$ cat config.mk
export PLATFORM = sky130hd
export DESIGN_NAME = mlp_weight_loader
export DESIGN_NICKNAME = d
export VERILOG_FILES = /design/src/rtl/mlp_pkg.sv /design/src/rtl/mlp_addr_gen.sv /design/src/rtl/mlp_weight_loader.sv
export SDC_FILE = /design/constraint.sdc
export NUM_CORES = 1
export LEC_CHECK = 0
export BUFFER_PORTS_ARGS = -buffer_cell sky130_fd_sc_hd__buf_2
export CAP_MARGIN = 20
export CORE_MARGIN = 8
export CORE_UTILIZATION = 41
export CTS_BUF_LIST = sky130_fd_sc_hd__clkbuf_4
export CTS_CLUSTER_DIAMETER = 30
export CTS_CLUSTER_SIZE = 8
export DETAILED_ROUTE_END_ITERATION = 6
export PLACE_DENSITY = 0.71
export SLEW_MARGIN = 20
export SYNTH_ARGS = -nofsm -noshare
export SYNTH_HDL_FRONTEND = slang
export SYNTH_SLANG_ARGS = --single-unit
$ cat constraint.sdc
create_clock -name clk -period 2.1 [get_ports clk]
set_input_delay 0.105 -clock clk [delete_from_list [all_inputs] [get_ports clk]]
set_output_delay 0.105 -clock clk [all_outputs]
set_load 0.01 [all_outputs]
$ cat src/rtl/mlp_pkg.sv
// Shared types for the MLP weight loader.
// Region codes, FSM state encoding and address field widths.
package mlp_pkg;

  localparam int REGION_W = 4;
  localparam int ROW_W    = 4;
  localparam int COL_W    = 8;
  localparam int ADDR_W   = REGION_W + ROW_W + COL_W;

  typedef enum logic [REGION_W-1:0] {
    REG_L1_W = 4'h0,
    REG_L1_B = 4'h1,
    REG_L2_W = 4'h2,
    REG_L2_B = 4'h3,
    REG_PJ_W = 4'h4,
    REG_PJ_B = 4'h5
  } region_t;

  typedef logic [1:0] state_t;

  localparam state_t ST_IDLE   = 2'd0;
  localparam state_t ST_STREAM = 2'd1;
  localparam state_t ST_DRAIN  = 2'd2;
  localparam state_t ST_FINISH = 2'd3;

endpackage

$ cat src/rtl/mlp_addr_gen.sv
// Region/row/col walker for the weight loader.
// Bias regions keep row at 0 and index entries through col.
module mlp_addr_gen
  import mlp_pkg::*;
#(
  parameter int L1_ROWS   = 16,
  parameter int L1_COLS   = 63,
  parameter int L2_ROWS   = 16,
  parameter int L2_COLS   = 256,
  parameter int PROJ_ROWS = 4,
  parameter int PROJ_COLS = 256
) (
  input  logic              i_clk,
  input  logic              i_rst,
  input  logic              i_clear,
  input  logic              i_adv,
  output logic [ADDR_W-1:0] o_addr,
  output logic              o_last_region,
  output logic              o_last_all
);

  region_t          r_region;
  logic [ROW_W-1:0] r_row;
  logic [COL_W-1:0] r_col;

  logic [ROW_W:0]   w_rows_lim;
  logic [COL_W:0]   w_cols_lim;
  logic             w_row_end;
  logic             w_col_end;

  always_comb begin
    w_rows_lim = (ROW_W+1)'(1);
    w_cols_lim = (COL_W+1)'(1);
    unique case (r_region)
      REG_L1_W: begin
        w_rows_lim = (ROW_W+1)'(L1_ROWS);
        w_cols_lim = (COL_W+1)'(L1_COLS);
      end
      REG_L1_B: w_cols_lim = (COL_W+1)'(L1_ROWS);
      REG_L2_W: begin
        w_rows_lim = (ROW_W+1)'(L2_ROWS);
        w_cols_lim = (COL_W+1)'(L2_COLS);
      end
      REG_L2_B: w_cols_lim = (COL_W+1)'(L2_ROWS);
      REG_PJ_W: begin
        w_rows_lim = (ROW_W+1)'(PROJ_ROWS);
        w_cols_lim = (COL_W+1)'(PROJ_COLS);
      end
      REG_PJ_B: w_cols_lim = (COL_W+1)'(PROJ_ROWS);
      default: ;
    endcase
  end

  assign w_col_end =
    ({1'b0, r_col} == w_cols_lim - (COL_W+1)'(1));
  assign w_row_end =
    ({1'b0, r_row} == w_rows_lim - (ROW_W+1)'(1));

  assign o_last_region = w_col_end && w_row_end;
  assign o_last_all    = o_last_region &&
                         (r_region == REG_PJ_B);
  assign o_addr        = {r_region, r_row, r_col};

  always_ff @(posedge i_clk or posedge i_rst) begin
    if (i_rst) begin
      r_region <= REG_L1_W;
      r_row    <= '0;
      r_col    <= '0;
    end else if (i_clear) begin
      r_region <= REG_L1_W;
      r_row    <= '0;
      r_col    <= '0;
    end else if (i_adv) begin
      if (!w_col_end) begin
        r_col <= r_col + COL_W'(1);
      end else begin
        r_col <= '0;
        if (!w_row_end) begin
          r_row <= r_row + ROW_W'(1);
        end else begin
          r_row <= '0;
          if (r_region == REG_PJ_B)
            r_region <= REG_L1_W;
          else
            r_region <= region_t'(r_region + 4'd1);
        end
      end
    end
  end

endmodule

$ cat src/rtl/mlp_weight_loader.sv
// Streams upstream weight words into the accelerator
// weight memories, region by region.
module mlp_weight_loader
  import mlp_pkg::*;
#(
  parameter int IN_WIDTH  = 32,
  parameter int L1_ROWS   = 16,
  parameter int L1_COLS   = 63,
  parameter int L2_ROWS   = 16,
  parameter int L2_COLS   = 256,
  parameter int PROJ_ROWS = 4,
  parameter int PROJ_COLS = 256
) (
  input  logic                clk,
  input  logic                rst,
  input  logic                start,
  input  logic                acc_idle,
  output logic                busy,
  output logic                done,
  output logic                err,
  input  logic [IN_WIDTH-1:0] s_data,
  input  logic                s_valid,
  input  logic                s_last,
  output logic                s_ready,
  output logic                load_mode,
  output logic [15:0]         load_addr,
  output logic [IN_WIDTH-1:0] load_data,
  output logic                load_valid
);

  generate
    if (L1_ROWS < 1 || L1_ROWS > 16 ||
        L2_ROWS < 1 || L2_ROWS > 16 ||
        PROJ_ROWS < 1 || PROJ_ROWS > 16 ||
        L1_COLS < 1 || L1_COLS > 256 ||
        L2_COLS < 1 || L2_COLS > 256 ||
        PROJ_COLS < 1 || PROJ_COLS > 256)
    begin : g_bad_dims
      $error("mlp_weight_loader: dims out of range");
    end
  endgenerate

  state_t              r_state;
  logic                r_err;
  logic                r_abort;
  logic                r_load_valid;
  logic [15:0]         r_load_addr;
  logic [IN_WIDTH-1:0] r_load_data;

  logic [ADDR_W-1:0]   w_addr;
  logic                w_last_region;
  logic                w_last_gen;
  logic                w_last_all;
  logic                w_accept;
  logic                w_xfer;

  assign w_accept = (r_state == ST_IDLE) && start && acc_idle;
  assign w_xfer   = (r_state == ST_STREAM) && s_valid;
  // last-overall always coincides with last-of-region
  assign w_last_all = w_last_gen && w_last_region;

  mlp_addr_gen #(
    .L1_ROWS  (L1_ROWS),
    .L1_COLS  (L1_COLS),
    .L2_ROWS  (L2_ROWS),
    .L2_COLS  (L2_COLS),
    .PROJ_ROWS(PROJ_ROWS),
    .PROJ_COLS(PROJ_COLS)
  ) u_addr_gen (
    .i_clk        (clk),
    .i_rst        (rst),
    .i_clear      (w_accept),
    .i_adv        (w_xfer),
    .o_addr       (w_addr),
    .o_last_region(w_last_region),
    .o_last_all   (w_last_gen)
  );

  always_ff @(posedge clk or posedge rst) begin
    if (rst) begin
      r_state      <= ST_IDLE;
      r_err        <= 1'b0;
      r_abort      <= 1'b0;
      r_load_valid <= 1'b0;
      r_load_addr  <= '0;
      r_load_data  <= '0;
    end else begin
      r_load_valid <= w_xfer;
      if (w_xfer) begin
        r_load_addr <= w_addr;
        r_load_data <= s_data;
      end
      unique case (r_state)
        ST_IDLE: begin
          if (w_accept) begin
            r_state <= ST_STREAM;
            r_err   <= 1'b0;
            r_abort <= 1'b0;
          end
        end
        ST_STREAM: begin
          if (w_xfer) begin
            if (w_last_all) begin
              r_state <= ST_DRAIN;
              if (!s_last) r_err <= 1'b1;
            end else if (s_last) begin
              r_state <= ST_DRAIN;
              r_err   <= 1'b1;
              r_abort <= 1'b1;
            end
          end
        end
        ST_DRAIN:
          r_state <= r_abort ? ST_IDLE : ST_FINISH;
        ST_FINISH:
          r_state <= ST_IDLE;
        default:
          r_state <= ST_IDLE;
      endcase
    end
  end

  assign busy       = (r_state != ST_IDLE);
  assign done       = (r_state == ST_FINISH);
  assign err        = r_err;
  assign s_ready    = (r_state == ST_STREAM);
  assign load_mode  = (r_state == ST_STREAM) ||
                      (r_state == ST_DRAIN);
  assign load_addr  = r_load_addr;
  assign load_data  = r_load_data;
  assign load_valid = r_load_valid;

endmodule

==> impl_metrics.ini, run 1 <==
[logic_synthesis]
synthTopCellsByArea = dfrtp_1 54%, nand2_1 19%, ha_1 2.7%
synth_ff_type = dfrtp_1
yosysTopAreaCell = dfrtp_1
synthDistinctLibCells = 47
synth_top_area_share_pct = 53.8
synth-edff-count = 0
synth_nets = 407
yosys_warnings = 0
synth_area_um2 = 3210
async_flop_share_pct = 100
ys_seq_area_share_pct = 53.8
synth.avg_cell_area_um2 = 8.87
synthCells = 362
ys_ff_latch = 69

[place]
hpwl_um = 6110
gp_congestion = 0.901
portBuffers = 91

[floorplanning]
die_x_um = 104
fp.dieArea_um2 = 10900
num_rows = 32
initial_core_util_pct = 42.0
chipHeight_um = 104
io_pins = 92
core_um2 = 7650

[critical_path]
critPathCaptureType = flip-flop
path_cells = buf_6 > a211o_1 > mux2i_2 > nor2_1 > or4b_4 > or4_4 > o211ai_2
critical-path-slowest-cell = or4_4
worstPathRequired_ps = 2420
worstPathArrival_ps = 2640
worstSetupPathType = flip-flop to flip-flop
path_max_fanout = 6
crit_path_max_incr_delay_ps = 490
start_kind = flip-flop

[routing]
drc = 0
dr.pass1.iters = 4
wl_per_cell_um = 13.8
via_per_inst = 4.75
ant_nets = 0
wirelength_um = 8680
vias = 2994
drtIter0Drc = 130

[grt]
first_global_vias = 3084
grt_busiest_layer = met2
grt-ovfl-total = 0
grt_pass1_wl_um = 14600
use_met1_pct = 18.8
grt_antenna_before_repair = 2
grt_max_degree = 32
grt_use_met2_pct = 26.8
use_met3_pct = 5.20
gr-usage-all-layers_pct = 16.4

[layout]
multi_input_area_um2 = 1440
final.fill_count = 692
drive_gt1_share_pct = 32.3
area_growth_pct = 44.6
final-seq-area_um2 = 1730
fin_nets = 566
fin_util_pct = 60.7

[pwr]
p_leak_nw = 2.54
power_density_nw_per_um2 = 1040
total_power_mw = 4.82
ir_drop_mv = 0.633

[sta]
holdWs_ps = 175
drv_slew = 0
setup_violations = 16
worst_pin_slew_ps = 622
hold_viol = 0
fin_crit_sh_pct = 110
setup_slack_ps = -215
rsz0062_at_grt = true
period_minus_slack_ps = 2320
slew_headroom_pct = 58.5
fin_skew_ps = 14.5
fmax_ghz = 0.432

[cts]
cts.reportedPaths.clkPinSlew_ps = 100
clockBufferDepth = 2
htreeDepth = 3
cts_buffers = 9
cts_root_buffer = clkbuf_4
clk_latency_ps = 400
cts_sinks = 69
cts_tree = built

[run_status]
violations = negative setup slack
outcome = complete, but fails checks

[flow_run]
maxCapViolations = 0

[hold_path]
min_path_type = primary input to flip-flop
## through the flow
stage	setup TNS [ps]	worst slack [ps]	std cells	instance area, µm²
floorplan	-75.8	-64.7	362	3210
global route	-3460	-286	630	4640
detailed placement	-2450	-222	574	3990
finish	-1760	-215	630	4640
CTS	-1060	-159	629	4600
global placement	-1250	-132	574	3990
## logic make-up after synthesis
logic type,after synthesis,share of synthesized area [%]
xor gates and xnor gates,8,2.18
AOI/OAI and AO/OA,31,7.06
DFF,69,53.8
muxes,6,1.91
adders and majority gates,7,2.73
and+or+nand+nor,216,28.5
buffers and inverters,25,3.78
## registers in the layout, indices dropped and copies added (netlist names)
register / cells
load_valid: 1
err: 1
r_abort: 1
load_addr: 16
r_state: 2
u_addr_gen.r_col: 8
u_addr_gen.r_region: 4
u_addr_gen.r_row: 4
load_data: 32
## metal layers
metal,wire (µm),vias up
met2,4300,63
met5,0,-
met3,415,15
li1,-,1498
met1,3750,1418
met4,215,0
## path summary, 6_finish.rpt
| check | start | to | slack (ps) | cells past startpoint |
|---|---|---|---|---|
| min in group asynchronous | rst | load_data[26]$_DFFE_PP0P_ | 320 | 3 |
| max in group asynchronous | rst | u_addr_gen.r_row[1]$_DFFE_PP0P_ | 1130 | 4 |
| setup reg to reg | u_addr_gen.r_region[1]$_DFFE_PP0P_ | u_addr_gen.r_region[2]$_DFFE_PP0P_ | -220 | 7 |
| setup / recovery | u_addr_gen.r_region[1]$_DFFE_PP0P_ | u_addr_gen.r_region[2]$_DFFE_PP0P_ | -220 | 7 |
| hold / removal | start | r_abort$_DFFE_PP0P_ | 180 | 5 |
| hold reg to reg | r_abort$_DFFE_PP0P_ | r_abort$_DFFE_PP0P_ | 480 | 2 |
## cells in the final DEF, fill, tap and decap left out, drive strengths merged, types with 2 or more instances in the layout
| cell type | Yosys | routed |
|---|---|---|
| o41ai | 2 | 2 |
| diode | 0 | 2 |
| a21oi | 6 | 6 |
| nand2b | 4 | 4 |
| nand3 | 4 | 4 |
| ha | 7 | 7 |
| nand2 | 162 | 162 |
| and2 | 4 | 4 |
| inv | 7 | 7 |
| o21ai | 5 | 5 |
| a211o | 4 | 4 |
| xor2 | 6 | 6 |
| buf | 6 | 132 |
| o211ai | 2 | 2 |
| bufinv | 0 | 3 |
| xnor2 | 2 | 2 |
| nor3 | 4 | 4 |
| nand4 | 5 | 5 |
| mux2i | 5 | 5 |
| nor2 | 18 | 18 |
| nand3b | 2 | 2 |
| o21a | 2 | 2 |
| dfrtp | 69 | 69 |
| or3 | 4 | 4 |
| clkinv | 0 | 2 |
| dlygate4sd3 | 0 | 34 |
| nor2b | 3 | 3 |
| clkbuf | 12 | 10 |
## area by class of cell
cell class                      count  share of cell area (%)
Clock buffer                       10                    1.62
Timing Repair Buffer              166                    24.4
Inverter                            7                   0.566
Sequential cell                    69                    37.2
Tap cell                          102                    2.75
Multi-Input combinational cell    268                    31.0
Clock inverter                      6                    2.40
Antenna cell                        2                   0.108
## cells in the mapped netlist (3+ instances only)
library cell,count
a211o_1,4
ha_1,7
o21ai_0,5
or3_1,4
nor2_1,18
nand4_1,5
a21oi_1,6
clkbuf_1,12
nand2b_1,4
inv_1,6
buf_6,3
nand2_1,161
xor2_1,6
nor3_1,4
nor2b_1,3
and2_1,4
mux2i_1,5
dfrtp_1,69
nand3_1,4
## report_power, final
| part | internal (mW) | switching (mW) | leakage (nW) |
|---|---|---|---|
| clock network | 0.616 | 0.474 | 0.0966 |
| registers | 1.72 | 0.225 | 0.893 |
| logic | 0.744 | 1.04 | 1.55 |
| total | 3.08 | 1.74 | 2.54 |
## repair_timing
item	in CTS	in global routing
pin swaps	5	4
gates resized for setup	14	8
hold buffers	34	0
setup buffers	5	0
setup endpoints to repair	16	19
endpoints found under the hold margin	60	0
## worst max-delay path: cells and delay by family (launching register included)
| kind | cells | cell delay [ps] |
|---|---|---|
| buffers and inverters | 1 | 150 |
| and+or+nand+nor | 3 | 1050 |
| muxes | 1 | 190 |
| DFF | 1 | 430 |
| AOI/OAI and AO/OA | 2 | 410 |
(Power assumes the default switching activity.)
==> run 2: changes to the inputs <==
- PLACE_DENSITY: 0.71 -> 0.68
- clock period: 2.1 -> 2.22 ns (I/O delays scaled with it)
==> run 2 against run 1 <==
  * The flow still finishes with violations (negative setup slack)
  * Sequential power is 5% lower
  * Register-to-register slack better by 70 ps
  * Design area is 1.7% lower
  * Wire length is 2.5% lower
  * Total power is 3.7% lower
  * Global-route usage is 0.92 points lower
  * Hold slack worse by 21 ps
  * Sequential cell count stayed put
  * Non-clock buffer count is 14 lower
  * Highest routed layer unchanged
==> impl_metrics.ini, run 2 (synthesized netlist as in run 1, its figures left out) <==
[layout]
final_cell_mix = 159 x nand2_1, 91 x buf_2, 67 x dfrtp_1
fin_nets = 552
final.fill_count = 678
area_growth_pct = 42.1
final_common_cell = nand2_1
largest_reg_flops = 32
drive_gt1_share_pct = 30.3

[cts]
clk_latency_ps = 410
cts_sinks = 69
cts_buffers = 9
cts_root_buffer = clkbuf_4
cts.reportedPaths.clkPinSlew_ps = 110
htreeDepth = 3
clockBufferDepth = 2
cts_tree = built

[sta]
setup_slack_ps = -142
rsz0062_at_grt = true
fin_skew_ps = 11.4
slew_headroom_pct = 55.7
drv_slew = 0
hold_viol = 0
fin_setup_tns_ps = -714
worst_pin_slew_ps = 659
fin_crit_sh_pct = 106
setup_violations = 11
period_minus_slack_ps = 2360
fmax_ghz = 0.423

[floorplanning]
num_rows = 32
fp.dieArea_um2 = 10900
chipHeight_um = 104
die_x_um = 104
io_pins = 92
initial_core_util_pct = 42.0
core_um2 = 7650

[critical_path]
worstPathRequired_ps = 2560
crit_buf_inv = 2
path_max_fanout = 6
critPathCaptureType = flip-flop
crit_family = simple AND/OR/NAND/NOR gates
critPathLaunch = u_addr_gen.r_region[1]$_DFFE_PP0P_
r2r-start = u_addr_gen.r_region[1]$_DFFE_PP0P_
start_kind = flip-flop
crit_path_max_incr_delay_ps = 600
worstPathArrival_ps = 2700
reg2reg_depth = 7
critical-path-slowest-cell = or4b_4
path_cells = buf_6 > buf_4 > nand2b_4 > o311a_1 > or4b_4 > or4_4 > o211ai_2
critical_path_cell_count = 7
worstSetupPathType = flip-flop to flip-flop

[run_status]
violations = negative setup slack
outcome = complete, but fails checks

[routing]
dr.pass1.iters = 4
via_per_inst = 4.83
drtIter0Drc = 126
wl_per_cell_um = 13.8
vias = 2973
drc = 0
ant_nets = 0
wirelength_um = 8470

[place]
gp_congestion = 0.824
hpwl_um = 5810
portBuffers = 91
pre_cts_ws_ps = -56.1

[grt]
grt_max_degree = 36
gr-usage-all-layers_pct = 15.5
grt_pass1_wl_um = 13900
grt_antenna_before_repair = 0
grt-ovfl-total = 0
first_global_vias = 2890

[pwr]
p_leak_nw = 2.53
power_density_nw_per_um2 = 1020
ir_drop_mv = 0.535

[flow_run]
maxCapViolations = 0

[hold_path]
worstHoldStart = start
min_path_type = primary input to flip-flop
hold-path-cell-count = 5
## run 2: cell types whose count changed in the layout (fill, tap and decap cells not counted), sizes merged
cell | before | now
clkinv | 2 | 0
bufinv | 3 | 4
clkbuf | 10 | 12
clkinvlp | 1 | 0
diode | 2 | 1
buf | 132 | 118
## run 2: final timing paths
path	to	slack (ps)
max in group asynchronous	u_addr_gen.r_col[1]$_DFFE_PP0P_	1320
max reg2reg	u_addr_gen.r_region[2]$_DFFE_PP0P_	-140
min reg2reg	r_abort$_DFFE_PP0P_	470
max	u_addr_gen.r_region[2]$_DFFE_PP0P_	-140
min	r_abort$_DFFE_PP0P_	150
min in group asynchronous	load_data[18]$_DFFE_PP0P_	280
## run 2: area by class of cell
cell class / instances / area, µm² / area share [%]
Antenna cell: 1 / 2.50 / 0.0549
Clock buffer: 12 / 90.1 / 1.97
Clock inverter: 4 / 120 / 2.63
Inverter: 7 / 26.3 / 0.576
Multi-Input combinational cell: 268 / 1440 / 31.7
Sequential cell: 69 / 1730 / 37.9
Tap cell: 102 / 128 / 2.80
Timing Repair Buffer: 152 / 1020 / 22.4
## run 2: per-stage QoR
step | util (%) | total power, mW | area [µm²] | cells | hold WS (ps)
2_1_floorplan | - | 2.77 | 3210 | 362 | 216
3_3_place_gp | 50.7 | 3.43 | 3880 | 559 | 157
3_5_place_dp | 50.7 | 3.47 | 3880 | 559 | 181
4_1_cts | 58.8 | 4.69 | 4500 | 611 | 131
5_1_grt | 59.6 | 4.98 | 4560 | 614 | 189
6_report | 59.7 | 4.64 | 4560 | 615 | 154
## run 2: worst min-delay path, stage by stage
cell and delay [ps]:
buf_2 110, nand2_1 80, or3_1 130, nand2_1 50, nand2_1 50
## run 2: report_power, final
group,switching (mW),internal [mW]
Combinational,0.954,0.689
Sequential,0.215,1.63
Clock,0.432,0.723
## run 2: what timing repair did
| item | in CTS | in global routing |
|---|---|---|
| hold buffers | 34 | 0 |
| pin swaps | 4 | 4 |
| hold endpoints to repair | 53 | 0 |
| buffers inserted | 2 | 3 |
| endpoints found under the setup margin | 13 | 19 |
| gates resized for setup | 11 | 9 |
## run 2: routing by layer
layer / GRT usage (%) / part of all wire, %
met5: 0 / 0
met3: 3.84 / 5.4
met1: 17.9 / 43
met2: 26.5 / 49
met4: 6.83 / 2.2
==> run 3: changes to the inputs <==
- BUFFER_PORTS_ARGS: -buffer_cell sky130_fd_sc_hd__buf_2 -> unset
- CORE_UTILIZATION: 41 -> 45
- DONT_BUFFER_PORTS: unset -> 1
- PLACE_DENSITY: 0.68 -> 0.63
- SETUP_SLACK_MARGIN: unset -> 0.05
==> run 3 against run 2 <==
  * The run still ends with negative setup slack left
  * Hold slack worse by 120 ps
  * Worst setup slack better by 34 ps
  * Die area down 7.6%
  * Sequential share of layout area up 5.1 points
  * Sequential cell count unchanged
  * Final cell count down 16%
  * Wire length down 4.0%
  * Non-clock buffer count down 90
  * Fmax up 1.5%
  * Sequential power up 14%
  * Critical endpoint unchanged
  * Largest cell class unchanged
==> impl_metrics.ini, run 3 (synthesized netlist as in run 1, its figures left out) <==
[run_status]
outcome = complete, but fails checks
violations = negative setup slack

[cts]
cts_sinks = 69
cts_buffers = 9
cts_root_buffer = clkbuf_4
cts_tree = built
clockBufferDepth = 2
htreeDepth = 3
cts.reportedPaths.clkPinSlew_ps = 120
clk_latency_ps = 400

[floorplanning]
num_rows = 30
initial_core_util_pct = 47.0
die_x_um = 100
io_pins = 92
fp.dieArea_um2 = 10100
chipHeight_um = 100
core_um2 = 6830

[layout]
final-seq-area_um2 = 1730
area_growth_pct = 25.4
multi_input_area_um2 = 1430
largest_reg_flops = 32
diodes = 0
fin_util_pct = 58.9
final.fill_count = 650
final_cell_mix = 159 x nand2_1, 67 x dfrtp_1, 34 x dlygate4sd3_1
final_common_cell = nand2_1
drive_gt1_share_pct = 15.0
fin_cells = 517
fin_nets = 462

[sta]
rsz0062_at_grt = true
fin_crit_sh_pct = 105
hold_viol = 0
setup_slack_ps = -108
fin_skew_ps = 15.8
worst_pin_slew_ps = 708
fin_setup_tns_ps = -285
setup_violations = 8
fmax_ghz = 0.430
drv_slew = 0
slew_headroom_pct = 52.8
period_minus_slack_ps = 2330

[critical_path]
start_kind = flip-flop
worstSetupPathType = flip-flop to flip-flop
crit_buf_inv = 1
crit_family = simple AND/OR/NAND/NOR gates
path_max_fanout = 3
critPathCaptureType = flip-flop
path_cells = buf_6 > a211o_1 > mux2i_2 > nor2_1 > or4b_4 > or4_4 > o211ai_2
r2r_slack_ps = -110
critical-path-slowest-cell = or4b_4
worstPathArrival_ps = 2670
crit_path_max_incr_delay_ps = 500
worstPathRequired_ps = 2560

[flow_run]
maxCapViolations = 0

[place]
pre_cts_ws_ps = -53.9
gp_congestion = 0.867
portBuffers = 0
placed_cells = 464
hpwl_um = 5360

[routing]
via_per_inst = 4.96
ant_nets = 0
drtIter0Drc = 130
vias = 2566
drc = 0
wl_per_cell_um = 15.7
dr.pass1.iters = 4
wirelength_um = 8130

[pwr]
switching_share_pct = 38.0
p_leak_nw = 2.09
p_sw_mw = 1.55
ir_drop_mv = 0.778
power_density_nw_per_um2 = 1010
share_comb_of_total_power_pct = 26.6
seq_power_share_pct = 51.4
p_int_mw = 2.52
p_clk_share_pct = 22.1

[hold_path]
min_path_type = primary input to flip-flop

[grt]
first_global_vias = 2553
grt-ovfl-total = 0
grt_max_degree = 55
grt_antenna_before_repair = 0
grt_pass1_wl_um = 12800
gr-usage-all-layers_pct = 16.0
run 3: cell count changes in the layout (fill, tap and decap cells not counted), sizes merged:
| cell | before | now |
|---|---|---|
| buf | 118 | 28 |
| bufinv | 4 | 2 |
| clkbuf | 12 | 9 |
| clkinv | 0 | 3 |
| diode | 1 | 0 |
| inv | 7 | 8 |
run 3: repair_timing:
action / in CTS / in global routing
pin swaps: 6 / 3
gates resized for setup: 15 / 6
setup endpoints to repair: 15 / 17
hold buffers: 34 / 0
hold endpoints to repair: 67 / 0
buffers inserted: 3 / 1
run 3: worst paths after layout:
check / start / end / cells past startpoint
worst max register to register: u_addr_gen.r_region[1]$_DFFE_PP0P_ / u_addr_gen.r_region[2]$_DFFE_PP0P_ / 7
min in group asynchronous: rst / load_data[27]$_DFFE_PP0P_ / 2
worst max-delay path: u_addr_gen.r_region[1]$_DFFE_PP0P_ / u_addr_gen.r_region[2]$_DFFE_PP0P_ / 7
max in group asynchronous: rst / u_addr_gen.r_col[5]$_DFFE_PP0P_ / 3
worst min register to register: r_abort$_DFFE_PP0P_ / r_abort$_DFFE_PP0P_ / 2
worst min-delay path: s_valid / load_valid$_DFF_PP0_ / 2
run 3: through the flow:
stage	instance area, µm²	power, mW	hold slack (ps)
floorplan	3210	2.77	216
CTS	4000	4.10	17.3
finish	4020	4.07	37.8
global route	4020	4.35	33.6
detailed placement	3420	3.12	154
global placement	3420	3.07	136
run 3: power groups by stage:
stage / Combinational (mW) / Sequential [mW] / Clock (mW)
floorplan: 0.765 / 2.01 / 0
global placement: 0.959 / 2.11 / 0
detailed placement: 1.00 / 2.12 / 0
CTS: 1.07 / 2.10 / 0.930
global route: 1.23 / 2.15 / 0.971
finish: 1.08 / 2.09 / 0.897
run 3: area by class of cell:
| type | count | share of cell area, % |
|---|---|---|
| well taps | 96 | 2.99 |
| inverters | 7 | 0.653 |
| clock buffers | 9 | 1.68 |
| repair buffers | 62 | 14.0 |
| multi-input cells | 268 | 35.6 |
| flip-flops and latches | 69 | 43.0 |
| clock inverters | 6 | 2.18 |
run 3: routing by layer:
| layer | wire length [µm] | share of wire [%] | GRT usage (%) |
|---|---|---|---|
| met4 | 88 | 1.1 | 5.23 |
| met5 | 0 | 0 | 0 |
| met1 | 3500 | 43 | 18.9 |
| met2 | 4010 | 49 | 26.6 |
| met3 | 533 | 6.6 | 5.66 |
